### src/rtl/forex_update_ingress_if.sv
// Avalon-MM register port plus solver update handshake for forex_update_ingress.
// The slave modport is the ingress block; the master modport is the HPS/solver side.
interface forex_update_ingress_if #(
    parameter int unsigned PRED_W   = 3,
    parameter int unsigned WEIGHT_W = 32
);
    logic                chipselect;
    logic                write;
    logic                read;
    logic [2:0]          address;
    logic [31:0]         writedata;
    logic [31:0]         readdata;

    logic                upd_valid;
    logic                upd_ready;
    logic [PRED_W-1:0]   upd_src;
    logic [PRED_W-1:0]   upd_dst;
    logic [WEIGHT_W-1:0] upd_weight;
    logic                solver_reset;
    logic                solver_done;
    logic                busy;

    modport slave (
        input  chipselect, write, read, address, writedata,
        input  upd_ready, solver_done,
        output readdata,
        output upd_valid, upd_src, upd_dst, upd_weight, solver_reset, busy
    );

    modport master (
        output chipselect, write, read, address, writedata,
        output upd_ready, solver_done,
        input  readdata,
        input  upd_valid, upd_src, upd_dst, upd_weight, solver_reset, busy
    );
endinterface

### src/rtl/forex_update_ingress.sv
// Avalon-MM ingress queue replaying edge-weight updates to the Bellman-Ford solver.
// Optional RUN-state watchdog is compiled in when FOREX_TIMEOUT_EN is defined.
module forex_update_ingress #(
    parameter int unsigned PRED_W         = 3,
    parameter int unsigned WEIGHT_W       = 32,
    parameter int unsigned DEPTH          = 8,
    parameter int unsigned TIMEOUT_CYCLES = 65535
) (
    input  logic                  clk,
    input  logic                  reset,
    forex_update_ingress_if.slave bus
);
    localparam int unsigned AW = $clog2(DEPTH);
    localparam int unsigned CW = AW + 1;
    localparam int unsigned EW = 2 * PRED_W + WEIGHT_W;

    typedef enum logic [1:0] {
        S_IDLE,
        S_ISSUE,
        S_KICK,
        S_RUN
    } state_t;

    state_t            state;
    state_t            state_nx;

    logic [PRED_W-1:0] stage_src;
    logic [PRED_W-1:0] stage_dst;

    logic [EW-1:0]     mem [DEPTH];
    logic [AW-1:0]     wr_ptr;
    logic [AW-1:0]     rd_ptr;
    logic [CW-1:0]     count;
    logic [EW-1:0]     head;

    logic              sticky_ovf;
    logic              sticky_self;
    logic              sticky_tout;
    logic [15:0]       drop_cnt;

    logic              wr_en;
    logic              rd_en;
    logic              wr_stage;
    logic              wr_commit;
    logic              wr_ctrl;
    logic              flush;
    logic              clear;
    logic              empty;
    logic              full;
    logic              self_loop;
    logic              commit_ok;
    logic              commit_ovf;
    logic              commit_self;
    logic              pop;
    logic              tout_hit;
    logic              upd_valid_c;
    logic              solver_reset_c;
    logic              busy_c;
    logic              run_expired;
    logic [31:0]       status;

    logic              unused_wdata;
    assign unused_wdata = ^bus.writedata;

    assign wr_en     = bus.chipselect & bus.write;
    assign rd_en     = bus.chipselect & bus.read;
    assign wr_stage  = wr_en && (bus.address == 3'd0);
    assign wr_commit = wr_en && (bus.address == 3'd1);
    assign wr_ctrl   = wr_en && (bus.address == 3'd2);
    assign flush     = wr_ctrl & bus.writedata[0];
    assign clear     = wr_ctrl & bus.writedata[1];

    assign empty     = (count == '0);
    assign full      = (count == CW'(DEPTH));
    assign self_loop = (stage_src == stage_dst);

    // A full FIFO still accepts a commit when the head leaves in the same cycle.
    assign commit_ok   = wr_commit & ~flush & ~self_loop & (~full | pop);
    assign commit_ovf  = wr_commit & ~flush & ~self_loop & full & ~pop;
    assign commit_self = wr_commit & ~flush & self_loop;

    // FIFO pointers and occupancy; flush overrides any push or pop.
    always_ff @(posedge clk) begin
        if (reset || flush) begin
            wr_ptr <= '0;
            rd_ptr <= '0;
            count  <= '0;
        end else begin
            if (commit_ok) begin
                wr_ptr <= wr_ptr + AW'(1);
            end
            if (pop) begin
                rd_ptr <= rd_ptr + AW'(1);
            end
            case ({commit_ok, pop})
                2'b10:   count <= count + CW'(1);
                2'b01:   count <= count - CW'(1);
                default: count <= count;
            endcase
        end
    end

    always_ff @(posedge clk) begin
        if (commit_ok) begin
            mem[wr_ptr] <= {stage_src, stage_dst, bus.writedata[WEIGHT_W-1:0]};
        end
    end

    assign head = mem[rd_ptr];

    always_ff @(posedge clk) begin
        if (reset) begin
            stage_src   <= '0;
            stage_dst   <= '0;
            sticky_ovf  <= 1'b0;
            sticky_self <= 1'b0;
            sticky_tout <= 1'b0;
            drop_cnt    <= '0;
        end else begin
            if (wr_stage) begin
                stage_src <= bus.writedata[2*PRED_W-1:PRED_W];
                stage_dst <= bus.writedata[PRED_W-1:0];
            end
            if (clear) begin
                sticky_ovf  <= 1'b0;
                sticky_self <= 1'b0;
                sticky_tout <= 1'b0;
                drop_cnt    <= '0;
            end else begin
                if (commit_ovf) begin
                    sticky_ovf <= 1'b1;
                end
                if (commit_self) begin
                    sticky_self <= 1'b1;
                end
                if (tout_hit) begin
                    sticky_tout <= 1'b1;
                end
                if ((commit_ovf || commit_self) && (drop_cnt != '1)) begin
                    drop_cnt <= drop_cnt + 16'd1;
                end
            end
        end
    end

`ifdef FOREX_TIMEOUT_EN
    logic [31:0] run_cnt;

    always_ff @(posedge clk) begin
        if (reset || (state != S_RUN)) begin
            run_cnt <= '0;
        end else begin
            run_cnt <= run_cnt + 32'd1;
        end
    end

    assign run_expired = (state == S_RUN) && (run_cnt == 32'(TIMEOUT_CYCLES - 1));
`else
    localparam int unsigned timeout_unused = TIMEOUT_CYCLES;
    assign run_expired = 1'b0;
`endif

    always_ff @(posedge clk) begin
        if (reset) begin
            state <= S_IDLE;
        end else begin
            state <= state_nx;
        end
    end

    // A handshake coinciding with a flush completes, so the solver never sees a half-delivered update.
    always_comb begin
        state_nx       = state;
        pop            = 1'b0;
        upd_valid_c    = 1'b0;
        solver_reset_c = 1'b0;
        tout_hit       = 1'b0;
        case (state)
            S_IDLE: begin
                if (!empty && !flush) begin
                    state_nx = S_ISSUE;
                end
            end
            S_ISSUE: begin
                upd_valid_c = 1'b1;
                if (bus.upd_ready) begin
                    pop      = 1'b1;
                    state_nx = S_KICK;
                end else if (flush) begin
                    state_nx = S_IDLE;
                end
            end
            S_KICK: begin
                solver_reset_c = 1'b1;
                state_nx       = S_RUN;
            end
            S_RUN: begin
                if (bus.solver_done) begin
                    state_nx = S_IDLE;
                end else if (run_expired) begin
                    tout_hit       = 1'b1;
                    solver_reset_c = 1'b1;
                    state_nx       = S_IDLE;
                end
            end
            default: begin
                state_nx = S_IDLE;
            end
        endcase
    end

    assign busy_c = (state != S_IDLE);

    assign bus.upd_valid    = upd_valid_c;
    assign bus.solver_reset = solver_reset_c;
    assign bus.busy         = busy_c;
    assign bus.upd_src      = head[EW-1 -: PRED_W];
    assign bus.upd_dst      = head[WEIGHT_W +: PRED_W];
    assign bus.upd_weight   = head[WEIGHT_W-1:0];

    assign status = {16'd0, 8'(count), 2'b00, busy_c, sticky_tout,
                     sticky_self, sticky_ovf, full, empty};

    always_ff @(posedge clk) begin
        if (reset) begin
            bus.readdata <= '0;
        end else if (rd_en) begin
            case (bus.address)
                3'd0:    bus.readdata <= status;
                3'd1:    bus.readdata <= {16'd0, drop_cnt};
                3'd2:    bus.readdata <= 32'({stage_src, stage_dst});
                default: bus.readdata <= '0;
            endcase
        end
    end
endmodule

### src/flat_wrapper.sv
// flat-port wrapper written by rule: the top's interface ports become plain ports
module forex_update_ingress_flat 
#(
    parameter int unsigned PRED_W         = 3,
    parameter int unsigned WEIGHT_W       = 32,
    parameter int unsigned DEPTH          = 8,
    parameter int unsigned TIMEOUT_CYCLES = 65535
)
  (clk, reset, bus_chipselect, bus_write, bus_read, bus_address, bus_writedata, bus_upd_ready, bus_solver_done, bus_readdata, bus_upd_valid, bus_upd_src, bus_upd_dst, bus_upd_weight, bus_solver_reset, bus_busy);
  forex_update_ingress_if #(.PRED_W(PRED_W), .WEIGHT_W(WEIGHT_W)) bus_i ();
  input  logic clk;
  input  logic reset;
  input wire logic [$bits(bus_i.chipselect)-1:0] bus_chipselect;
  input wire logic [$bits(bus_i.write)-1:0] bus_write;
  input wire logic [$bits(bus_i.read)-1:0] bus_read;
  input wire logic [$bits(bus_i.address)-1:0] bus_address;
  input wire logic [$bits(bus_i.writedata)-1:0] bus_writedata;
  input wire logic [$bits(bus_i.upd_ready)-1:0] bus_upd_ready;
  input wire logic [$bits(bus_i.solver_done)-1:0] bus_solver_done;
  output wire logic [$bits(bus_i.readdata)-1:0] bus_readdata;
  output wire logic [$bits(bus_i.upd_valid)-1:0] bus_upd_valid;
  output wire logic [$bits(bus_i.upd_src)-1:0] bus_upd_src;
  output wire logic [$bits(bus_i.upd_dst)-1:0] bus_upd_dst;
  output wire logic [$bits(bus_i.upd_weight)-1:0] bus_upd_weight;
  output wire logic [$bits(bus_i.solver_reset)-1:0] bus_solver_reset;
  output wire logic [$bits(bus_i.busy)-1:0] bus_busy;
  assign bus_i.chipselect = bus_chipselect;
  assign bus_i.write = bus_write;
  assign bus_i.read = bus_read;
  assign bus_i.address = bus_address;
  assign bus_i.writedata = bus_writedata;
  assign bus_i.upd_ready = bus_upd_ready;
  assign bus_i.solver_done = bus_solver_done;
  assign bus_readdata = bus_i.readdata;
  assign bus_upd_valid = bus_i.upd_valid;
  assign bus_upd_src = bus_i.upd_src;
  assign bus_upd_dst = bus_i.upd_dst;
  assign bus_upd_weight = bus_i.upd_weight;
  assign bus_solver_reset = bus_i.solver_reset;
  assign bus_busy = bus_i.busy;
  forex_update_ingress #(.PRED_W(PRED_W), .WEIGHT_W(WEIGHT_W), .DEPTH(DEPTH), .TIMEOUT_CYCLES(TIMEOUT_CYCLES)) u_core (.clk(clk), .reset(reset), .bus(bus_i));
endmodule
### config.mk
export PLATFORM = sky130hd
export DESIGN_NAME = forex_update_ingress_flat
export DESIGN_NICKNAME = d
export VERILOG_FILES = /design/src/rtl/forex_update_ingress_if.sv /design/src/rtl/forex_update_ingress.sv /design/src/flat_wrapper.sv
export SDC_FILE = /design/constraint.sdc
export NUM_CORES = 1
export LEC_CHECK = 0
export ABC_AREA = 1
export BUFFER_PORTS_ARGS = -buffer_cell sky130_fd_sc_hd__buf_2
export CAP_MARGIN = 5
export CORE_MARGIN = 3
export CORE_UTILIZATION = 35
export DETAILED_ROUTE_END_ITERATION = 6
export GPL_ROUTABILITY_DRIVEN = 1
export PLACE_DENSITY = 0.61
export SETUP_SLACK_MARGIN = 0.15
export SLEW_MARGIN = 20
export SYNTH_ARGS = -nofsm -noshare
export SYNTH_HDL_FRONTEND = slang
export SYNTH_SLANG_ARGS = --single-unit
### constraint.sdc
create_clock -name clk -period 14 [get_ports clk]
set_input_delay 2.8 -clock clk [delete_from_list [all_inputs] [get_ports clk]]
set_output_delay 2.8 -clock clk [all_outputs]
set_load 0.1 [all_outputs]
* After elaboration in Yosys (flattened, before gate mapping)
Memories as Yosys holds them, arrays and structs flattened. A register that Yosys moved wholly into a read port is not among the register bits.
Cells that the tools add are included.
** Word-level totals
- Register bits after elaboration :: 68
- Bits in writable memories :: 304
- Input port bits :: 42
- Output and inout port bits :: 73
- Memories :: 1
** Cells by class
- $add $sub $neg :: 5
- Equality and inequality tests :: 13
- Multiplexer cells :: 15
- Bitwise operators :: 15
- Reductions and logical operators :: 16
** Memories
- u_core.mem :: words 8, bits a word 38, rd ports 1, clocked after Yosys merged registers in 1, wr ports 1, RTL line forex_update_ingress.sv:30 : logic [EW-1:0] mem [DEPTH];
** Operators with widths (count)
- 16-bit one-hot mux with 3 select lines :: 1
- 16-bit by 1-bit adder with 16-bit output, second input constant :: 1
- 16-bit inequality test, second input constant :: 1
- 1-bit AND :: 10
- 2-bit two-way mux :: 4
- 2-bit one-hot mux with 4 select lines :: 1
- 4-bit one-hot mux with 2 select lines :: 1
- 3-bit by 1-bit adder with 3-bit output, second input constant :: 2
- 2-bit equality test, second input constant :: 3
- 1-bit two-way mux :: 6
- 3-bit two-way mux :: 2
- 1-bit logical AND :: 5
- 4-bit by 1-bit adder with 4-bit output, second input constant :: 1
- 2-bit by 1-bit equality test with 1-bit output, second input constant :: 2
- 4-bit equality test, second input constant :: 1
- 4-bit logical NOT :: 1
- 1-bit inverter :: 4
- 2-bit nonzero test :: 2
- 4-bit by 1-bit subtractor with 4-bit output, second input constant :: 1
- 3-bit by 1-bit equality test with 1-bit output, second input constant :: 1
- 3-bit by 2-bit equality test with 1-bit output, second input constant :: 1
- 3-bit equality test :: 1
- 3-bit logical NOT :: 1
- 3-bit by 2-bit inequality test with 1-bit output, second input constant :: 1
- 8 further kinds :: 10

* Depth between registers and ports, before layout
- Word-level depth :: 10
- Mapped depth :: 16

* Worst setup path after synthesis
No wires, ideal clock.
- Kind :: input-to-reg
- Start :: in bus_address[0]
- End :: mem u_core.mem[0][0] in the netlist's numbering, enable pin
- Data arrival time :: 6.254 ns
- Setup slack :: 7.265 ns
- Cell stages on the path :: 9
- Path buffers :: 0
- Cell sequence :: inv_1 nor2_4 nand2_4 nor2_4 nand2_2 nor2_4 inv_2 or2_4 nor3_1
** Between the ends
- Word-level cells in the longest chain between the ends :: 9
- Elaborated cells between the ends (all ways) :: 11
- Classes of those cells :: 2 x eq/ne; 2 x mux; 5 x bitwise; 2 x reduce/logical
** Ends and longest elaborated chain
- from (decl) :: RTL line flat_wrapper.sv:16 : input wire logic [$bits(bus_i.address)-1:0] bus_address;
- 3-bit by 2-bit equality test with 1-bit output :: RTL line forex_update_ingress.sv:69 : assign wr_ctrl = wr_en && (bus.address == 3'd2);
- 1-bit logical AND :: RTL line forex_update_ingress.sv:69
- 1-bit AND :: RTL line forex_update_ingress.sv:70 : assign flush = wr_ctrl & bus.writedata[0];
- 1-bit inverter :: RTL line forex_update_ingress.sv:78 : assign commit_ok = wr_commit & ~flush & ~self_loop & (~full | pop);
- 1-bit AND * (3 in a row) :: RTL line forex_update_ingress.sv:78
- 1-bit two-way mux * :: RTL line forex_update_ingress.sv:104 : if (commit_ok) begin
- 1-bit two-way mux (not written as such) * :: RTL line forex_update_ingress.sv:105 : mem[wr_ptr] <= {stage_src, stage_dst, bus.writedata[WEIGHT_W-1:0]};
- to (decl) :: RTL line forex_update_ingress.sv:30
Every way passes the cells marked *; elsewhere a longest branch is shown, timed or not.

==> impl_summary.log <==
INFO  metric routed-via-count = between 9,000 and 10,000
INFO  metric cp-endpoint = bus_upd_src[2]
INFO  metric place_congestion = 0.845
INFO  metric synth-seq-area-share = between 70% and 80%
INFO  metric design_area = between 0.015 and 0.02 sq mm
INFO  metric placedInstanceArea = between 0.015 and 0.02 sq mm
INFO  metric die_height = roughly 210 microns
INFO  metric postCtsSetupBuffers = 0
INFO  metric synth_top_area_share = between 60% and 70%
INFO  metric worst_ir_drop_vdd = between 0.08 and 0.09 mV
INFO  metric clock_tree_from_tritoncts = built
INFO  metric vias_cell = around 5
INFO  metric cp_slowest_stage_delay = ~630 ps
INFO  metric num_antenna_cells = 0
INFO  metric grt_pass1_vias = approximately 9,400
INFO  metric syn2layout_area_growth = 14.9%
INFO  metric cts-buffers-inserted = 39
INFO  metric period_minus_slack = about 6400 ps
INFO  metric detail_route.first_pass.iterations = 5
INFO  metric post-synth-top-area-cell = sky130_fd_sc_hd__edfxtp_1
INFO  metric placementRows = 74
INFO  metric cell_with_the_most_instances_after_synthesis = sky130_fd_sc_hd__edfxtp_1
INFO  metric final_hold_viol_count = 0
INFO  metric globalRouteOverflowTotal = 0
INFO  metric cts.path.max_buffers = 3
INFO  metric worstReg2RegEnd = u_core.mem[1][29]$_DFFE_PP_
INFO  metric drt-initial-drc-count = 679
INFO  metric synth.area.top_cells = sky130_fd_sc_hd__edfxtp_1 63%, sky130_fd_sc_hd__dfxtp_1 7.6%, sky130_fd_sc_hd__nor2_1 7.4%, sky130_fd_sc_hd__o21ai_0 5.9%, sky130_fd_sc_hd__nand2_1 2.5%
INFO  metric htree_num_levels = 2
INFO  metric worst-endpoint-arrival = around 3600 ps
INFO  metric max_slew.worst_pin.slew = between 1000 and 1500 ps
INFO  metric fraction_of_final_layout_cells_with_drive_strength_greater_than_1 = around 16%
INFO  metric holdBufCountCts = 0
INFO  metric number_of_enable_flip_flop_cells_after_synthesis = 304
INFO  metric place.port_buffers = just under 100
INFO  metric grt_total_usage = approximately 15%
INFO  metric finalClockSkew = about 15 ps
INFO  metric setup.worst_path.class = register to primary output
INFO  metric largest_driver_fanout_on_the_critical_path = 83
INFO  metric worst_hold_path_type = register to register
INFO  metric layout_worst_path_cycle_share = between 40 and 50%
INFO  metric power-per-cell-area = roughly 160 mW/mm^2
INFO  metric hpwlAfterDp = a little under 20,000 microns
INFO  metric whs_path_depth = 2
INFO  metric worst_setup_hold_path_clk_slew = 60 ps
INFO  metric setup-tns-final = 0 ps
INFO  metric syn_area = 0.0146 sq mm
INFO  metric regToRegSetupSlack = roughly 11,000 ps
INFO  metric largest_net_degree_at_the_start_of_global_routing = slightly below 90
INFO  metric ff2ff_path_depth = 9
INFO  metric r2r-start = u_core.stage_dst[0]$_SDFFE_PP0P_
INFO  metric wl = ~34,000 microns
INFO  metric maxSlewViolCount = 0
INFO  metric netlist_cell_types = 40
INFO  metric slowest_stage = sky130_fd_sc_hd__inv_4
INFO  metric drt.antenna.violating_nets = 0
INFO  metric run_status = finished, final reports clean
INFO  metric die_outline_area = about 0.044 sq mm
INFO  metric dieWidth = about 210 microns
INFO  metric ys_top_cells_by_count = 304 x sky130_fd_sc_hd__edfxtp_1, 289 x sky130_fd_sc_hd__nor2_1, 172 x sky130_fd_sc_hd__o21ai_0
INFO  metric synth_ff_type = sky130_fd_sc_hd__edfxtp_1
INFO  metric core_region_area = approximately 0.04 sq mm
INFO  metric finalSetupViolCount = 0
INFO  metric rsz0062_at_grt = false
INFO  metric required_time_at_the_worst_slack_endpoint = around 11,000 ps
INFO  metric initial_core_util = a little over a third
INFO  metric wl_cell = around 18 microns
INFO  metric post_synth.cell_area_avg = about 12 sq um
INFO  metric upper_clock_frequency_limit = 156 MHz
INFO  metric ctsResizeCount = 0
INFO  metric worstSkewPairLatency = ~540 ps
INFO  metric cap_viol_max_count = 0
INFO  metric design.portCount = around 120
INFO  metric layout.filler_cells = between 3,000 and 4,000
INFO  metric path_cells = inv_4 > buf_4 > o21ai_0 > o22ai_1 > nor2_1 > a31oi_1 > buf_2
INFO  metric synth_warnings = 0
INFO  metric worst_setup_path_start_kind = register
INFO  metric initial_antenna_violation_count = 0
INFO  metric grt_pass1_wl = ~53,000 microns
INFO  metric nNetsFinal = about 1,400
INFO  metric postSynth.asyncResetShare = 0%
INFO  metric yosys_register_bits = between 300 and 400
INFO  metric route.detailed.drc = 0
INFO  metric synthCells = around 1,300
INFO  metric leakagePower = between 0.005 and 0.006 uW
INFO  metric timing.max_slew.rel_slack = 30.5%
INFO  metric cts.sinks = 359
INFO  metric endpoint_kind = primary output
INFO  metric root_buffer = sky130_fd_sc_hd__clkbuf_16
## layout make-up
| cell class | count | area (sq um) | area share (%) |
|---|---|---|---|
| sequential | 359 | 10200 | 61.1 |
| multi-input combinational | 791 | 3870 | 23.1 |
| clock buffer | 49 | 1020 | 6.11 |
| tap | 532 | 666 | 3.97 |
| timing repair buffer | 111 | 588 | 3.51 |
| clock inverter | 20 | 186 | 1.11 |
| inverter | 47 | 181 | 1.08 |
## critical path, delay by kind of cell, from the launching register on
family,cells,cell delay [ps]
AND/OR/NAND/NOR,1,60
AO/OA/AOI/OAI,3,640
buffers and inverters,3,1760
flip-flops,1,560
## through the flow
step,hold slack (ps),setup WS [ps],utilization (%),total power (uW),instances
2_1_floorplan,436,7270,-,1570,1279
3_3_place_gp,455,8130,37.9,1650,1840
3_5_place_dp,458,8110,37.9,1650,1840
4_1_cts,472,7540,40.8,2630,1909
5_1_grt,489,7340,40.8,2700,1909
6_report,465,7590,40.8,2600,1909
## placed cells by master, fill, tap and decap left out, types with 2 or more instances in the layout
master | Yosys | routed
sky130_fd_sc_hd__nor2_1 | 289 | 285
sky130_fd_sc_hd__inv_2 | 9 | 10
sky130_fd_sc_hd__nand2_1 | 98 | 98
sky130_fd_sc_hd__nor2_4 | 5 | 9
sky130_fd_sc_hd__a31oi_1 | 39 | 39
sky130_fd_sc_hd__edfxtp_1 | 304 | 304
sky130_fd_sc_hd__nor3_4 | 2 | 2
sky130_fd_sc_hd__clkinv_1 | 1 | 8
sky130_fd_sc_hd__nand2_2 | 13 | 13
sky130_fd_sc_hd__buf_4 | 17 | 13
sky130_fd_sc_hd__ha_1 | 4 | 4
sky130_fd_sc_hd__xnor2_1 | 4 | 4
sky130_fd_sc_hd__clkbuf_1 | 45 | 9
sky130_fd_sc_hd__o221ai_1 | 3 | 3
sky130_fd_sc_hd__inv_4 | 1 | 2
sky130_fd_sc_hd__a21oi_1 | 40 | 40
sky130_fd_sc_hd__clkinv_4 | 0 | 2
sky130_fd_sc_hd__clkbuf_16 | 0 | 39
sky130_fd_sc_hd__buf_2 | 16 | 98
sky130_fd_sc_hd__nand2_4 | 3 | 3
sky130_fd_sc_hd__a21oi_2 | 10 | 10
sky130_fd_sc_hd__o21ai_0 | 172 | 172
sky130_fd_sc_hd__dfxtp_1 | 55 | 53
sky130_fd_sc_hd__bufinv_16 | 0 | 2
sky130_fd_sc_hd__nand3_1 | 18 | 18
sky130_fd_sc_hd__xor2_1 | 12 | 12
sky130_fd_sc_hd__inv_1 | 36 | 34
sky130_fd_sc_hd__o22ai_1 | 42 | 42
sky130_fd_sc_hd__nor3_1 | 11 | 7
sky130_fd_sc_hd__clkinv_2 | 0 | 5
sky130_fd_sc_hd__nor3_2 | 0 | 4
sky130_fd_sc_hd__inv_6 | 0 | 2
sky130_fd_sc_hd__conb_1 | 1 | 16
sky130_fd_sc_hd__inv_16 | 0 | 2
## registers in the layout (all words and copies together) (netlist names), named ones only
| register | cells |
|---|---|
| u_core.drop_cnt | 16 |
| u_core.sticky_self | 1 |
| u_core.mem | 304 |
| u_core.stage_dst | 3 |
| u_core.wr_ptr | 3 |
| u_core.rd_ptr | 3 |
| u_core.bus.readdata | 16 |
| u_core.state | 1 |
| u_core.count | 4 |
| u_core.stage_src | 3 |
| u_core.sticky_ovf | 1 |
## worst min path at each step
stage | startpoint | to | slack [ps]
2_1_floorplan | u_core.sticky_ovf$_SDFFE_PP0P_ | u_core.sticky_ovf$_SDFFE_PP0P_ | 440
4_1_cts | u_core.bus.readdata[1]$_SDFFE_PP0P_ | u_core.bus.readdata[1]$_SDFFE_PP0P_ | 470
6_report | u_core.bus.readdata[2]$_SDFFE_PP0P_ | u_core.bus.readdata[2]$_SDFFE_PP0P_ | 470
5_1_grt | u_core.bus.readdata[1]$_SDFFE_PP0P_ | u_core.bus.readdata[1]$_SDFFE_PP0P_ | 490
3_5_place_dp | u_core.bus.readdata[1]$_SDFFE_PP0P_ | u_core.bus.readdata[1]$_SDFFE_PP0P_ | 460
3_3_place_gp | u_core.bus.readdata[11]$_SDFFE_PP0P_ | u_core.bus.readdata[11]$_SDFFE_PP0P_ | 450
## where the power goes
part           internal [uW]  switching (uW)  leakage (uW)
clock                    562             408      0.000594
combinational           77.7             367       0.00200
sequential              1160            20.6       0.00318
total                   1800             795       0.00577
## cell families (layout without fill, tap and decap cells)
kind of cell	after synthesis	count (layout)	share of synthesized area (%)
DFF	359	359	70.2
other	1	16	0.0257
and+or+nand+nor	445	445	12.7
AOI/OAI and AO/OA	310	310	11.8
adders and majority gates	4	4	0.343
xor gates and xnor gates	16	16	0.961
buffers and inverters	129	227	4.04
## layer usage
layer	wire (microns)	up-vias	share of wire [%]	track usage, %
li1	-	4631	-	-
met1	15600	4722	46	20.8
met2	15800	237	47	24.8
met3	1700	47	5.0	2.83
met4	573	0	1.7	3.67
met5	0	-	0	0
No activity file was read; power rests on OpenSTA's default activity.
